### src/rtl/arm_ctrl_pipe.sv
// ---------------------------------------------------------------------------
// arm_ctrl_pipe
// Control path of a small ARM pipeline. The ID-stage instruction word is
// decoded into control signals and a three-character mnemonic. The decoded
// controls can be swapped for an all-zero NOP bubble before they enter the
// ID/EX register. A subset of them then moves on into the EX/MEM register.
//
// Ports
//   Clk                     rising-edge clock for both pipeline registers
//   Reset                   synchronous active-high clear of ID/EX and EX/MEM
//   ID_instruction [31:0]   instruction word currently in ID
//   select                  1 = load a bubble into ID/EX, 0 = load the decode
//   ID_*                    combinational decode; never affected by select/Reset
//   ID_mnemonic0..2 [7:0]   ASCII mnemonic, char 0 is the leftmost character
//   EX_*                    ID/EX register outputs (1 cycle after ID)
//   MEM_*                   EX/MEM register outputs (2 cycles after ID)
// ---------------------------------------------------------------------------
module arm_ctrl_pipe (
  input  logic        Clk,
  input  logic        Reset,
  input  logic [31:0] ID_instruction,
  input  logic        select,
  output logic        ID_S_bit,
  output logic        ID_load_instr,
  output logic        ID_RF_enable,
  output logic        ID_B_instr,
  output logic        ID_load_store_instr,
  output logic        ID_size,
  output logic        ID_BL_instr,
  output logic [1:0]  ID_shift_AM,
  output logic [3:0]  ID_alu_op,
  output logic [7:0]  ID_mnemonic0,
  output logic [7:0]  ID_mnemonic1,
  output logic [7:0]  ID_mnemonic2,
  output logic        EX_S_instr,
  output logic        EX_load_instr,
  output logic        EX_RF_enable,
  output logic        EX_load_store_instr,
  output logic        EX_size,
  output logic        EX_BL_instr,
  output logic        EX_B_instr,
  output logic [1:0]  EX_shift_AM,
  output logic [3:0]  EX_alu_op,
  output logic        MEM_load_instr,
  output logic        MEM_load_store_instr,
  output logic        MEM_size,
  output logic        MEM_RF_enable
);

  // Control bundle carried through ID/EX.
  typedef struct packed {
    logic       s;
    logic       load;
    logic       rf;
    logic       ls;
    logic       size;
    logic       bl;
    logic       b;
    logic [1:0] am;
    logic [3:0] alu;
  } exCtrl_t;

  // Control bundle carried through EX/MEM.
  typedef struct packed {
    logic load;
    logic ls;
    logic size;
    logic rf;
  } memCtrl_t;

  logic [2:0]  instrClass;
  logic [3:0]  dpOpcode;
  logic [23:0] idMnem;
  logic [23:0] dpMnem;
  exCtrl_t     exCtrl_d, exCtrl_q;
  memCtrl_t    memCtrl_d, memCtrl_q;

  // The condition field [31:28] plays no part in the decode.
  assign instrClass = ID_instruction[27:25];
  assign dpOpcode   = ID_instruction[24:21];

  // Data-processing mnemonic table indexed by opcode.
  always_comb begin
    dpMnem = "???";
    case (dpOpcode)
      4'h0: dpMnem = "AND";
      4'h1: dpMnem = "EOR";
      4'h2: dpMnem = "SUB";
      4'h3: dpMnem = "RSB";
      4'h4: dpMnem = "ADD";
      4'h5: dpMnem = "ADC";
      4'h6: dpMnem = "SBC";
      4'h7: dpMnem = "RSC";
      4'h8: dpMnem = "TST";
      4'h9: dpMnem = "TEQ";
      4'hA: dpMnem = "CMP";
      4'hB: dpMnem = "CMN";
      4'hC: dpMnem = "ORR";
      4'hD: dpMnem = "MOV";
      4'hE: dpMnem = "BIC";
      4'hF: dpMnem = "MVN";
      default: dpMnem = "???";
    endcase
  end

  // Instruction decode. The all-zero word is a NOP; without this check it
  // would decode as AND in the register-operand data-processing class.
  always_comb begin
    ID_S_bit            = 1'b0;
    ID_load_instr       = 1'b0;
    ID_RF_enable        = 1'b0;
    ID_B_instr          = 1'b0;
    ID_load_store_instr = 1'b0;
    ID_size             = 1'b0;
    ID_BL_instr         = 1'b0;
    ID_shift_AM         = 2'b00;
    ID_alu_op           = 4'b0000;
    idMnem              = "???";
    if (ID_instruction == 32'h0) begin
      idMnem = "NOP";
    end else begin
      case (instrClass)
        3'b000, 3'b001: begin
          ID_alu_op    = dpOpcode;
          ID_S_bit     = ID_instruction[20];
          ID_shift_AM  = (instrClass == 3'b000) ? 2'b01 : 2'b00;
          // TST/TEQ/CMP/CMN only set flags and do not write a register.
          ID_RF_enable = (dpOpcode[3:2] != 2'b10);
          idMnem       = dpMnem;
        end
        3'b010, 3'b011: begin
          ID_load_store_instr = 1'b1;
          ID_load_instr       = ID_instruction[20];
          ID_size             = ID_instruction[22];
          // The U bit selects whether the offset is added or subtracted.
          ID_alu_op           = ID_instruction[23] ? 4'b0100 : 4'b0010;
          ID_shift_AM         = (instrClass == 3'b010) ? 2'b10 : 2'b11;
          ID_RF_enable        = ID_instruction[20];
          idMnem              = ID_instruction[20] ? "LDR" : "STR";
        end
        3'b101: begin
          ID_B_instr   = 1'b1;
          ID_BL_instr  = ID_instruction[24];
          // BL writes the return address to the link register.
          ID_RF_enable = ID_instruction[24];
          ID_alu_op    = 4'b0100;
          idMnem       = ID_instruction[24] ? "BL " : "B  ";
        end
        default: begin
          idMnem = "???";
        end
      endcase
    end
  end

  assign ID_mnemonic0 = idMnem[23:16];
  assign ID_mnemonic1 = idMnem[15:8];
  assign ID_mnemonic2 = idMnem[7:0];

  // Bubble mux in front of ID/EX. The ID outputs keep showing the raw decode.
  always_comb begin
    exCtrl_d = '0;
    if (!select) begin
      exCtrl_d.s    = ID_S_bit;
      exCtrl_d.load = ID_load_instr;
      exCtrl_d.rf   = ID_RF_enable;
      exCtrl_d.ls   = ID_load_store_instr;
      exCtrl_d.size = ID_size;
      exCtrl_d.bl   = ID_BL_instr;
      exCtrl_d.b    = ID_B_instr;
      exCtrl_d.am   = ID_shift_AM;
      exCtrl_d.alu  = ID_alu_op;
    end
  end

  // EX/MEM only keeps the controls that memory access and writeback need.
  always_comb begin
    memCtrl_d.load = exCtrl_q.load;
    memCtrl_d.ls   = exCtrl_q.ls;
    memCtrl_d.size = exCtrl_q.size;
    memCtrl_d.rf   = exCtrl_q.rf;
  end

  // Both registers load on every edge. Reset flushes both stages at once.
  always_ff @(posedge Clk) begin
    if (Reset) begin
      exCtrl_q  <= '0;
      memCtrl_q <= '0;
    end else begin
      exCtrl_q  <= exCtrl_d;
      memCtrl_q <= memCtrl_d;
    end
  end

  assign EX_S_instr          = exCtrl_q.s;
  assign EX_load_instr       = exCtrl_q.load;
  assign EX_RF_enable        = exCtrl_q.rf;
  assign EX_load_store_instr = exCtrl_q.ls;
  assign EX_size             = exCtrl_q.size;
  assign EX_BL_instr         = exCtrl_q.bl;
  assign EX_B_instr          = exCtrl_q.b;
  assign EX_shift_AM         = exCtrl_q.am;
  assign EX_alu_op           = exCtrl_q.alu;

  assign MEM_load_instr       = memCtrl_q.load;
  assign MEM_load_store_instr = memCtrl_q.ls;
  assign MEM_size             = memCtrl_q.size;
  assign MEM_RF_enable        = memCtrl_q.rf;

endmodule

### config.mk
export PLATFORM = sky130hd
export DESIGN_NAME = arm_ctrl_pipe
export DESIGN_NICKNAME = d
export VERILOG_FILES = /design/src/rtl/arm_ctrl_pipe.sv
export SDC_FILE = /design/constraint.sdc
export NUM_CORES = 1
export LEC_CHECK = 0
export ABC_AREA = 1
export CAP_MARGIN = 40
export CORE_AREA = 2 2 63 65
export CTS_BUF_LIST = sky130_fd_sc_hd__clkbuf_4 sky130_fd_sc_hd__clkbuf_8 sky130_fd_sc_hd__clkbuf_16
export DETAILED_ROUTE_END_ITERATION = 8
export DIE_AREA = 0 0 65 67
export GPL_TIMING_DRIVEN = 0
export PLACE_DENSITY = 0.87
export RECOVER_POWER = 50
export SLEW_MARGIN = 20
export SYNTH_ARGS = -nofsm -noshare
export SYNTH_HDL_FRONTEND = slang
export SYNTH_SLANG_ARGS = --single-unit
export TNS_END_PERCENT = 30
### constraint.sdc
create_clock -name Clk -period 1.85 [get_ports Clk]
set_input_delay 0.37 -clock Clk [delete_from_list [all_inputs] [get_ports Clk]]
set_output_delay 0.37 -clock Clk [all_outputs]
set_load 0.005 [all_outputs]
Word-level counts from Yosys, hierarchy flattened
Memories as Yosys holds them, arrays and structs flattened.
Index checks and enable logic that the tools add are counted.
{ "op_classes": {"eq_ne": 5, "n_mux": 25, "reduce_logical": 5} }
{ "op_table": {"columns": ["operator", "n"], "rows": [
  ["$pmux W24 S3", 1],
  ["$logic_not A32 Y1", 1],
  ["$mux W24", 1],
  ["$mux W21", 1],
  ["$mux W1", 15],
  ["$mux W15", 1],
  ["$pmux W4 S3", 1],
  ["$eq A3 B2 Y1 const B", 2],
  ["$reduce_or A2 Y1", 3],
  ["$mux W4", 1],
  ["$pmux W2 S2", 1],
  ["$eq A3 B1 Y1 const B", 1],
  ["$eq A3 B3 Y1 const B", 1],
  ["$logic_not A3 Y1", 1],
  ["$mux W3", 1],
  ["$pmux W1 S3", 1],
  ["$mux W2", 1],
  ["$ne A2 B2 Y1 const B", 1]
]} }
{ "word_totals": {"regBits": 17, "rom_bits": 240, "elab_cells": 49, "memories": 1} }
{ "mem_list": {"columns": ["name", "words", "width", "read_ports", "rd_clocked_by_memory_dff", "wr", "line_no", "text"], "rows": [
  ["(no name shown)", 16, 15, 1, 0, 0, "85", "case (dpOpcode)"]
]} }

Longest topological paths before layout
{ "logic_depth": {"word_depth": 4, "mapped_depth": 8} }

Least setup slack after synthesis
No wires, ideal clock.
{ "synth_path": {"path_type": "input to output", "from": "input ID_instruction[21]", "to": "output ID_mnemonic1[4]", "arrival_time_ps": 1244, "t_required_ps": 1480, "path_slack_ps": 236, "path_stages": 7, "n_path_buf": 0, "path_cell_list": "inv_1 -> ha_1 -> nor2_1 -> nor2_1 -> o21ai_0 -> nand3_1 -> o21ai_0"} }
{ "synth_via": {"elab_chain_cells": 3} }
{ "synth_rtl": {"columns": ["element", "line_no", "text"], "rows": [
  ["start, declared", "21", "input logic [31:0] ID_instruction,"],
  ["$mem_v2 Z16 W15", null, null],
  ["$pmux W24 S3", "122", "case (instrClass)"],
  ["$mux W24 *", "119", "if (ID_instruction == 32'h0) begin"],
  ["end, declared", "33", "output logic [7:0] ID_mnemonic1,"]
]} }
Mark *: on every way between the ends. The rest lies on a longest branch, timed or not.

Worst setup path after layout
{ "layout_path": {"from": "input ID_instruction[22]", "to": "output ID_mnemonic0[0]"} }
{ "layout_via": {"elab_chain_cells": 3} }
{ "layout_rtl": {"columns": ["element", "line_no", "text"], "rows": [
  ["$mem_v2 Z16 W15", null, null],
  ["$pmux W24 S3", "122", null],
  ["$mux W24 *", "119", null],
  ["end, declared", "32", "output logic [7:0] ID_mnemonic0,"]
]} }
Marked as above.

==> run summary <==
Hold Buf Count CTS = 0
Buf/Inv on CP = 6
period utilisation layout = 99.67%
Final Hold Fails = 0
setup TNS = 0 ns
initial antenna violation count = 0
Finished Layout Cells = 366
Hold Crit Endpoint = MEM_size
Synth Cell Area = 1244 sq um
Hold Crit Depth = 2
Die ar. = 4355 sq um
Cells after DPL = 341
worst hold path startpoint = EX_size
Worst Reg-to-Reg Cells = 2
vias in the first global route = 1,705
VDD IR max = 0.2586 mV
DR pass1 iterations = 4
Cell variety after synth = 23
Core Box Area = 3606 sq um
Routed WL per cell = 13.51 um
CTS Sinks = 16
Vias/cell = 4.784
DRT iter0 DRCs = 102
CP max stage delay = 0.15 ns
RSZ-0062 raised after global routing = true
routability cong. = 0.8742
final WL = 4945 um
Area Growth Syn to Fin = 93.56%
Worst EP required = 1.48 ns
Clock Latency Late Sink = 0.25 ns
crit-path cells = buf_12, nor2_4, buf_4, buf_4, buf_6, inv_4, nand3_1, o21ai_1, nand2_1, a21oi_2, buf_2
starting density of the core = 34.49%
sequential fraction of the synthesis area = 25.75%
Min Clock Period, post-route = 1.844 ns
CP top delay family = buffers and inverters
Vias = 1,751
Final setup viols = 0
Crit path top cell by count = buf_4
Worst setup startpoint = ID_instruction[22]
power per cell area = 443.2 nW/um^2
Worst R2R End = MEM_load_instr
CP Launch Type = primary input
Critical Path AT = 1.47 ns
Slew Limit Fails = 0
Critical Path End Type = primary output
Mapped Cells = 207
remaining antenna violation count = 0
status = complete, no violations
DP HPWL = 3255 um
Mean Syn Cell Area = 6.008 sq um
Cell Rows = 22
Final nets = 361
cell accounting for the most synthesized area = dfxtp_1
clock transition at the registers of the reported paths = 0.06 ns
DRC Markers = 0
clock buffer depth = 2
pin count of the biggest net entering global routing = 11
Crit Path Category = primary input to primary output
CTS root buf = clkbuf_8
Tot GR Track Use = 21.97%
slack of the worst reg-to-reg path = 1.33 ns
H-tree levels = 1
CP Max Fanout = 9
IO Pins = 89
Static Leakage = 0.001299 uW
Port Buffers = 84
share of the synthesized area in the top cell type = 25.75%
remaining global-route overflow = 0
Die Ht = 67 um
Layout Skew = 0.003971 ns
number of buffers created by CTS = 3
fmax = 542.3 MHz
top cells by area, synth = dfxtp_1 (26%), nand2_1 (15%), nor2_1 (12%)
Die Span X = 65 um
CTS tree = built
Yosys Warn Count = 0
reg2reg start = EX_load_instr
CP max-delay cell = a21oi_2
first-pass GRT wire length = 7431 um
HP Class = flop to flop
layout cell share with drive strength beyond 1 = 36.16%
number of synthesized register bits = 16
max capacitance violation total = 0
ant diodes = 0
## Yosys cell counts, drive strengths merged
library cell   n
dfxtp         16
ha             7
nor3           5
conb           1
o21ai         16
nand3         12
inv           30
clkbuf         2
o211ai         1
nor2          45
buf            9
nand2         53
or2            2
a21oi          7
a21boi         1
## sequential cells by signal, indices dropped and copies added, names as in the netlist
name,cells
EX_BL_instr,1
EX_B_instr,1
EX_RF_enable,1
EX_S_instr,1
EX_alu_op,4
EX_load_instr,1
EX_load_store_instr,1
EX_shift_AM,1
EX_size,1
MEM_RF_enable,1
MEM_load_instr,1
MEM_load_store_instr,1
MEM_size,1
## how the worst max path moves through the flow
stage / end / slack, ns / cells after the start
4_1_cts: ID_mnemonic2[0] / -0.12 / 7
3_3_place_gp: ID_mnemonic1[4] / -1.21 / 9
2_1_floorplan: ID_mnemonic1[4] / 0.24 / 7
3_5_place_dp: ID_mnemonic1[4] / -1.20 / 9
5_1_grt: ID_mnemonic1[4] / -0.07 / 9
6_report: ID_mnemonic0[0] / 0.006 / 11
## layer usage
| metal | up-vias | GRT usage (%) | share of wire (%) |
|---|---|---|---|
| met1 | 788 | 22.69 | 35 |
| met2 | 102 | 43.69 | 54 |
| met3 | 14 | 4.730 | 9.3 |
| li1 | 847 | - | - |
| met4 | 0 | 6.649 | 2.1 |
| met5 | - | 0 | 0 |
## area by class of cell
cell class,instances,area [sq um]
well taps,48,60.06
inverters,30,138.9
plain buffers,11,90.09
fillers,313,1199
flip-flops and latches,16,320.3
repair buffers,104,892.1
clock buffers,4,55.05
multi-input cells,153,850.8
## worst reg2reg max path, stage by stage (launching register included)
cell	delay, ns
dfxtp_1	0.34
inv_1	0.04
nor2_1	0.07
## kinds of logic after synthesis
logic type | share of synthesized area, %
buf+inv | 15.49
other cells | 0.3015
fa+ha+maj | 7.042
flops | 25.75
simple gates | 40.94
compound gates | 10.46
## layout by cell type (no fill, tap or decap), types with 3 or more instances in the layout
| cell type | count |
|---|---|
| inv_1 | 19 |
| conb_1 | 3 |
| nand3_1 | 12 |
| dfxtp_1 | 16 |
| clkbuf_8 | 4 |
| a21oi_1 | 5 |
| clkbuf_2 | 12 |
| nor3_1 | 5 |
| ha_1 | 4 |
| buf_6 | 12 |
| nand2_1 | 44 |
| inv_2 | 3 |
| buf_2 | 20 |
| o21ai_0 | 5 |
| clkdlybuf4s15_1 | 6 |
| dlymetal6s2s_1 | 5 |
| o21ai_2 | 3 |
| nor2_4 | 7 |
| nor2_2 | 6 |
| nor2_1 | 32 |
| dlygate4sd2_1 | 5 |
| buf_4 | 19 |
| clkdlybuf4s50_1 | 15 |
| dlygate4sd3_1 | 15 |
| o21ai_1 | 8 |
| nand2_2 | 7 |
| inv_4 | 5 |
## metrics by stage
stage | setup WS [ns] | total power (uW) | util [%] | hold slack, ns | cell area (sq um)
global placement | -1.210 | 737.6 | 59.68 | 0.4111 | 2152
finish | 0.006100 | 1067 | 66.76 | 0.4186 | 2407
detailed placement | -1.200 | 741.9 | 59.68 | 0.4121 | 2152
global route | -0.06594 | 1127 | 66.76 | 0.4232 | 2407
CTS | -0.1216 | 1039 | 64.85 | 0.4149 | 2338
floorplan | 0.2359 | 513.6 | - | 0.4196 | 1251
## power breakdown
group          internal (uW)  switching [uW]  total, uW
Combinational            204             201        406
Sequential               352            2.10        354
Clock                    189             118        307
Total                    745             322       1070
## what timing repair did
| action | in CTS | in global routing |
|---|---|---|
| cloned | 1 | 0 |
| buffers inserted | 18 | 3 |
| pin swaps | 36 | 22 |
| setup endpoints to repair | 34 | 25 |
| endpoints found under the hold margin | 0 | 0 |
| gates resized for setup | 180 | 54 |
Power figures use the tool's default switching activity.
==> RTL edit 1 (same settings) <==
Add an input register stage for `select`, with the module's reset; this delays it by one clock. The other inputs are not delayed to match. Comments in the files are not updated.
--- a/src/rtl/arm_ctrl_pipe.sv
+++ b/src/rtl/arm_ctrl_pipe.sv
@@ -68,6 +68,16 @@
     logic rf;
   } memCtrl_t;
 
+  logic select_q;
+
+  always_ff @(posedge Clk) begin
+    if (Reset) begin
+      select_q <= '0;
+    end else begin
+      select_q <= select;
+    end
+  end
+
   logic [2:0]  instrClass;
   logic [3:0]  dpOpcode;
   logic [23:0] idMnem;
@@ -160,7 +170,7 @@
   // Bubble mux in front of ID/EX. The ID outputs keep showing the raw decode.
   always_comb begin
     exCtrl_d = '0;
-    if (!select) begin
+    if (!select_q) begin
       exCtrl_d.s    = ID_S_bit;
       exCtrl_d.load = ID_load_instr;
       exCtrl_d.rf   = ID_RF_enable;
Behaviour: not the same (a bounded check fails within 4 cycles, from zero or initial values and one cycle with Reset high).
==> RTL edit 1 against the unedited design <==
- the run now ends with setup timing left
- setup slack lost 83 ps
- register-to-register slack lost 590 ps
- sequential share of layout area grew 0.45 points
- global-route usage grew 0.42 points
- routed wire length shrank 4.0%
- design area grew 2.8%
- sequential cell count grew 1
- total power shrank 0.57%
- first-iteration DRC count shrank 12%
- critical path depth shrank 1
- area after synthesis grew 1.6%
- hold slack lost 16 ps
- highest routed layer unchanged
==> RTL edit 1: results (changes against the unedited design) <==
status finished with violations (was complete, no violations); failing checks setup timing; Worst path max stage delay 220 ps (was 150 ps); Final Setup Violations 11 (was 0); HP Class in -> reg (was reg -> reg); Final WS setup -77.2 ps (was 6.10 ps); Detail Placement HPWL 3320 µm (was 3250 µm); RR Endpoint EX_size (was MEM_load_instr); fin nets 363 (was 361); initial DRC count 90 (was 102); met3 wire length 338 µm (was 459 µm); Switching Fraction 30.6% (was 30.2%); dpl ws -1240 ps (was -1200 ps); Psw 324 µW (was 322 µW); Critical Path Fanout Max 5 (was 9); layout cells sized above 1 32.5% (was 36.2%); routability cong. 0.901 (was 0.874); FF-to-FF setup slack 740 ps (was 1330 ps); met1 wire length 1670 µm (was 1710 µm); Routed Wire Length 4750 µm (was 4950 µm); gr usage total 22.4% (was 22.0%); CP startpoint ID_instruction[25] (was ID_instruction[22]); Vias 1715 (was 1751); Arrival @ worst endpoint 1560 ps (was 1470 ps); Cells after DPL 343 (was 341); hold_sp ID_instruction[21] (was EX_size)
[RTL edit 1: cell types whose count changed in the layout (fill, tap and decap cells not counted), sizes merged, moves of 2 or more]
cell           delta
buf               -8
clkbuf            -5
clkdlybuf4s15    +13
clkdlybuf4s50     -6
dlygate4sd2       +2
dlymetal6s2s      +3
nor2              +2
[RTL edit 1: cells by family after synthesis]
group                    after synthesis  share of synthesized area, %
buffers and inverters                 41                          14.5
adder cells (fa/ha/maj)                7                          6.93
AND/OR/NAND/NOR                      118                          41.0
flip-flops                            17                          26.9
AO/OA/AOI/OAI                         25                          10.4
other                                  1                         0.297
[RTL edit 1: cell type report]
| type | instances | area (µm²) | share of cell area, % |
|---|---|---|---|
| Timing Repair Buffer | 105 | 971 | 39.2 |
| Multi-Input combinational cell | 153 | 840 | 33.9 |
| Sequential cell | 17 | 340 | 13.8 |
| Inverter | 30 | 128 | 5.16 |
| Buffer | 11 | 90.1 | 3.64 |
| Tap cell | 48 | 60.1 | 2.43 |
| Clock buffer | 3 | 41.3 | 1.67 |
| Clock inverter | 1 | 5.00 | 0.202 |
[RTL edit 1: how the worst max path moves through the flow]
stage / end / slack [ps] / depth (start not counted)
floorplan: ID_mnemonic1[4] / 240 / 7
global placement: ID_mnemonic1[4] / -1190 / 9
detailed placement: ID_mnemonic1[4] / -1240 / 9
CTS: ID_mnemonic2[0] / -70 / 7
global route: ID_RF_enable / -150 / 10
finish: ID_RF_enable / -80 / 10
[RTL edit 1: timing repair]
action,in CTS,in global routing
buffers inserted,19,2
resized for setup,178,46
pin swaps,39,23
endpoints found under the setup margin,34,21
[RTL edit 1: critical path, delay by kind of cell]
kind | cells | cell delay, ps
buffers and inverters | 4 | 570
AND/OR/NAND/NOR | 6 | 610
==> RTL edit 2 (same settings) <==
Without the edit above. Register the output `ID_mnemonic0`, cleared by the reset; this adds one clock of latency there. The other outputs are not delayed to match.
--- a/src/rtl/arm_ctrl_pipe.sv
+++ b/src/rtl/arm_ctrl_pipe.sv
@@ -153,7 +153,13 @@
     end
   end
 
-  assign ID_mnemonic0 = idMnem[23:16];
+  always_ff @(posedge Clk) begin
+    if (Reset) begin
+      ID_mnemonic0 <= '0;
+    end else begin
+      ID_mnemonic0 <= idMnem[23:16];
+    end
+  end
   assign ID_mnemonic1 = idMnem[15:8];
   assign ID_mnemonic2 = idMnem[7:0];
 
Formal check against the unedited RTL: not equivalent (a bounded check fails within 4 cycles, from zero or initial values and one cycle with Reset high).
==> RTL edit 2 against the unedited design <==
- the run now ends with setup timing left
- routed wire length increased by 21%
- cell count increased by 10%
- area after synthesis increased by 19%
- clock skew decreased by 2.6 ps
- highest routed layer unchanged
- total power increased by 24%
- setup slack got worse by 42 ps
- sequential cell count increased by 7
- design area increased by 18%
==> RTL edit 2: results (changes against the unedited design) <==
status finished with violations (was complete, no violations); failing checks setup timing; Hold Path Cell Cnt 3 (was 2); Largest register FFs 7 (was 4); Pleak 1.35 nW (was 1.30 nW); Max IR drop VDD 0.296 mV (was 0.259 mV); fin nets 399 (was 361); Crit path max-delay family simple AND/OR/NAND/NOR gates (was buffers and inverters); Detail Placement HPWL 3520 µm (was 3250 µm); first-pass GRT wire length 8960 µm (was 7430 µm); RR Startpoint EX_size (was EX_load_instr); Netlist cell types 21 (was 23); slowest cell on the critical path nor2_4 (was a21oi_2); hold_sp ID_instruction[21] (was EX_size); clk_skew 1.34 ps (was 3.97 ps); largest net degree at the start of global routing 14 (was 11); Routed Wire Length 5970 µm (was 4950 µm); number of global-route vias before repair 1958 (was 1705); ys async rst share 0% (unchanged); Filler cells 227 (was 313); WHS Endpoint EX_alu_op[0] (was MEM_size); Final WS setup -35.8 ps (was 6.10 ps); layout cells sized above 1 35.4% (was 36.2%); H-tree lvl count 1 (unchanged); post-synthesis sequential area ratio 31.0% (was 25.8%); worst hold slack 393 ps (was 419 ps); Critical Path Fanout Max 8 (was 9); gr usage total 26.8% (was 22.0%); Final Setup Violations 7 (was 0); routability cong. 0.921 (was 0.874); I/O Buffers 85 (was 84); placed inst area 2400 µm² (was 2150 µm²); Vias 2070 (was 1751); Post-synth top cells nor2_1 (57), nand2_1 (51), inv_1 (26) (was nand2_1 (51), nor2_1 (39), inv_1 (25)); RR Endpoint MEM_size (was MEM_load_instr); HP Class in -> reg (was reg -> reg); P_int 924 µW (was 745 µW)
RTL edit 2: cell types whose count changed after synthesis, moves of 3 or more:
cell | before | now
nand3_1 | 12 | 7
buf_4 | 6 | 20
inv_2 | 5 | 1
dfxtp_1 | 16 | 23
nor2_1 | 39 | 57
a21oi_1 | 7 | 10
nor2_2 | 3 | 0
RTL edit 2: power groups by stage:
stage	registers [mW]	clock network, mW	logic [mW]
floorplan	0.532	0	0.181
global placement	0.529	0	0.410
detailed placement	0.530	0	0.415
CTS	0.518	0.308	0.445
global route	0.520	0.331	0.532
finish	0.518	0.307	0.498
RTL edit 2: cell type report:
class                           count  area [µm²]  area share (%)
Inverter                           28         138            4.83
Clock inverter                      1        5.00           0.176
Clock buffer                        3        41.3            1.45
Buffer                             19         149            5.22
Tap cell                           48        60.1            2.11
Multi-Input combinational cell    164         906            31.8
Sequential cell                    23         460            16.2
Timing Repair Buffer              118        1090            38.3
RTL edit 2: worst reg2reg max path, stage by stage (launching register included):
cell and delay [ps]:
dfxtp_1 310, inv_1 50, nor2_1 40
RTL edit 2: logic make-up after synthesis:
| family | synth area share, % |
|---|---|
| AOI/OAI and AO/OA | 11.0 |
| and+or+nand+nor | 33.3 |
| buffers and inverters | 18.5 |
| adders and majority gates | 5.90 |
| DFF | 31.0 |
| other | 0.252 |
RTL edit 2: stage by stage:
step	util (%)	TNS, ps	std cells
CTS	76.2	-199	397
global placement	66.7	-20880	373
global route	79.0	-637	404
finish	79.0	-142	404
floorplan	-	0	240
detailed placement	66.7	-20980	373
RTL edit 2: layer usage:
metal	vias to the layer above	share of wire, %	global-route usage (%)	wire length (µm)
li1	946	-	-	-
met1	938	37	29.6	2200
met2	148	50	50.3	2990
met3	38	8.6	3.72	512
met4	0	4.6	12.8	276
met5	-	0	0	0
RTL edit 2: how the worst max path moves through the flow:
| stage | from | end | slack (ps) | cells past startpoint |
|---|---|---|---|---|
| global route | ID_instruction[27] | ID_mnemonic2[2] | -90 | 10 |
| floorplan | ID_instruction[21] | ID_mnemonic1[4] | 200 | 7 |
| detailed placement | ID_instruction[22] | ID_mnemonic1[0] | -1200 | 9 |
| global placement | ID_instruction[22] | ID_mnemonic1[2] | -1180 | 11 |
| finish | ID_instruction[27] | ID_mnemonic2[2] | -40 | 10 |
| CTS | ID_instruction[2] | ID_mnemonic1[0] | -70 | 11 |
RTL edit 2: repair_timing:
action,4_1_cts,5_1_grt
setup endpoints to repair,27,13
pin swaps,42,28
hold buffers,0,0
resized for setup,199,42
buffers inserted,25,9
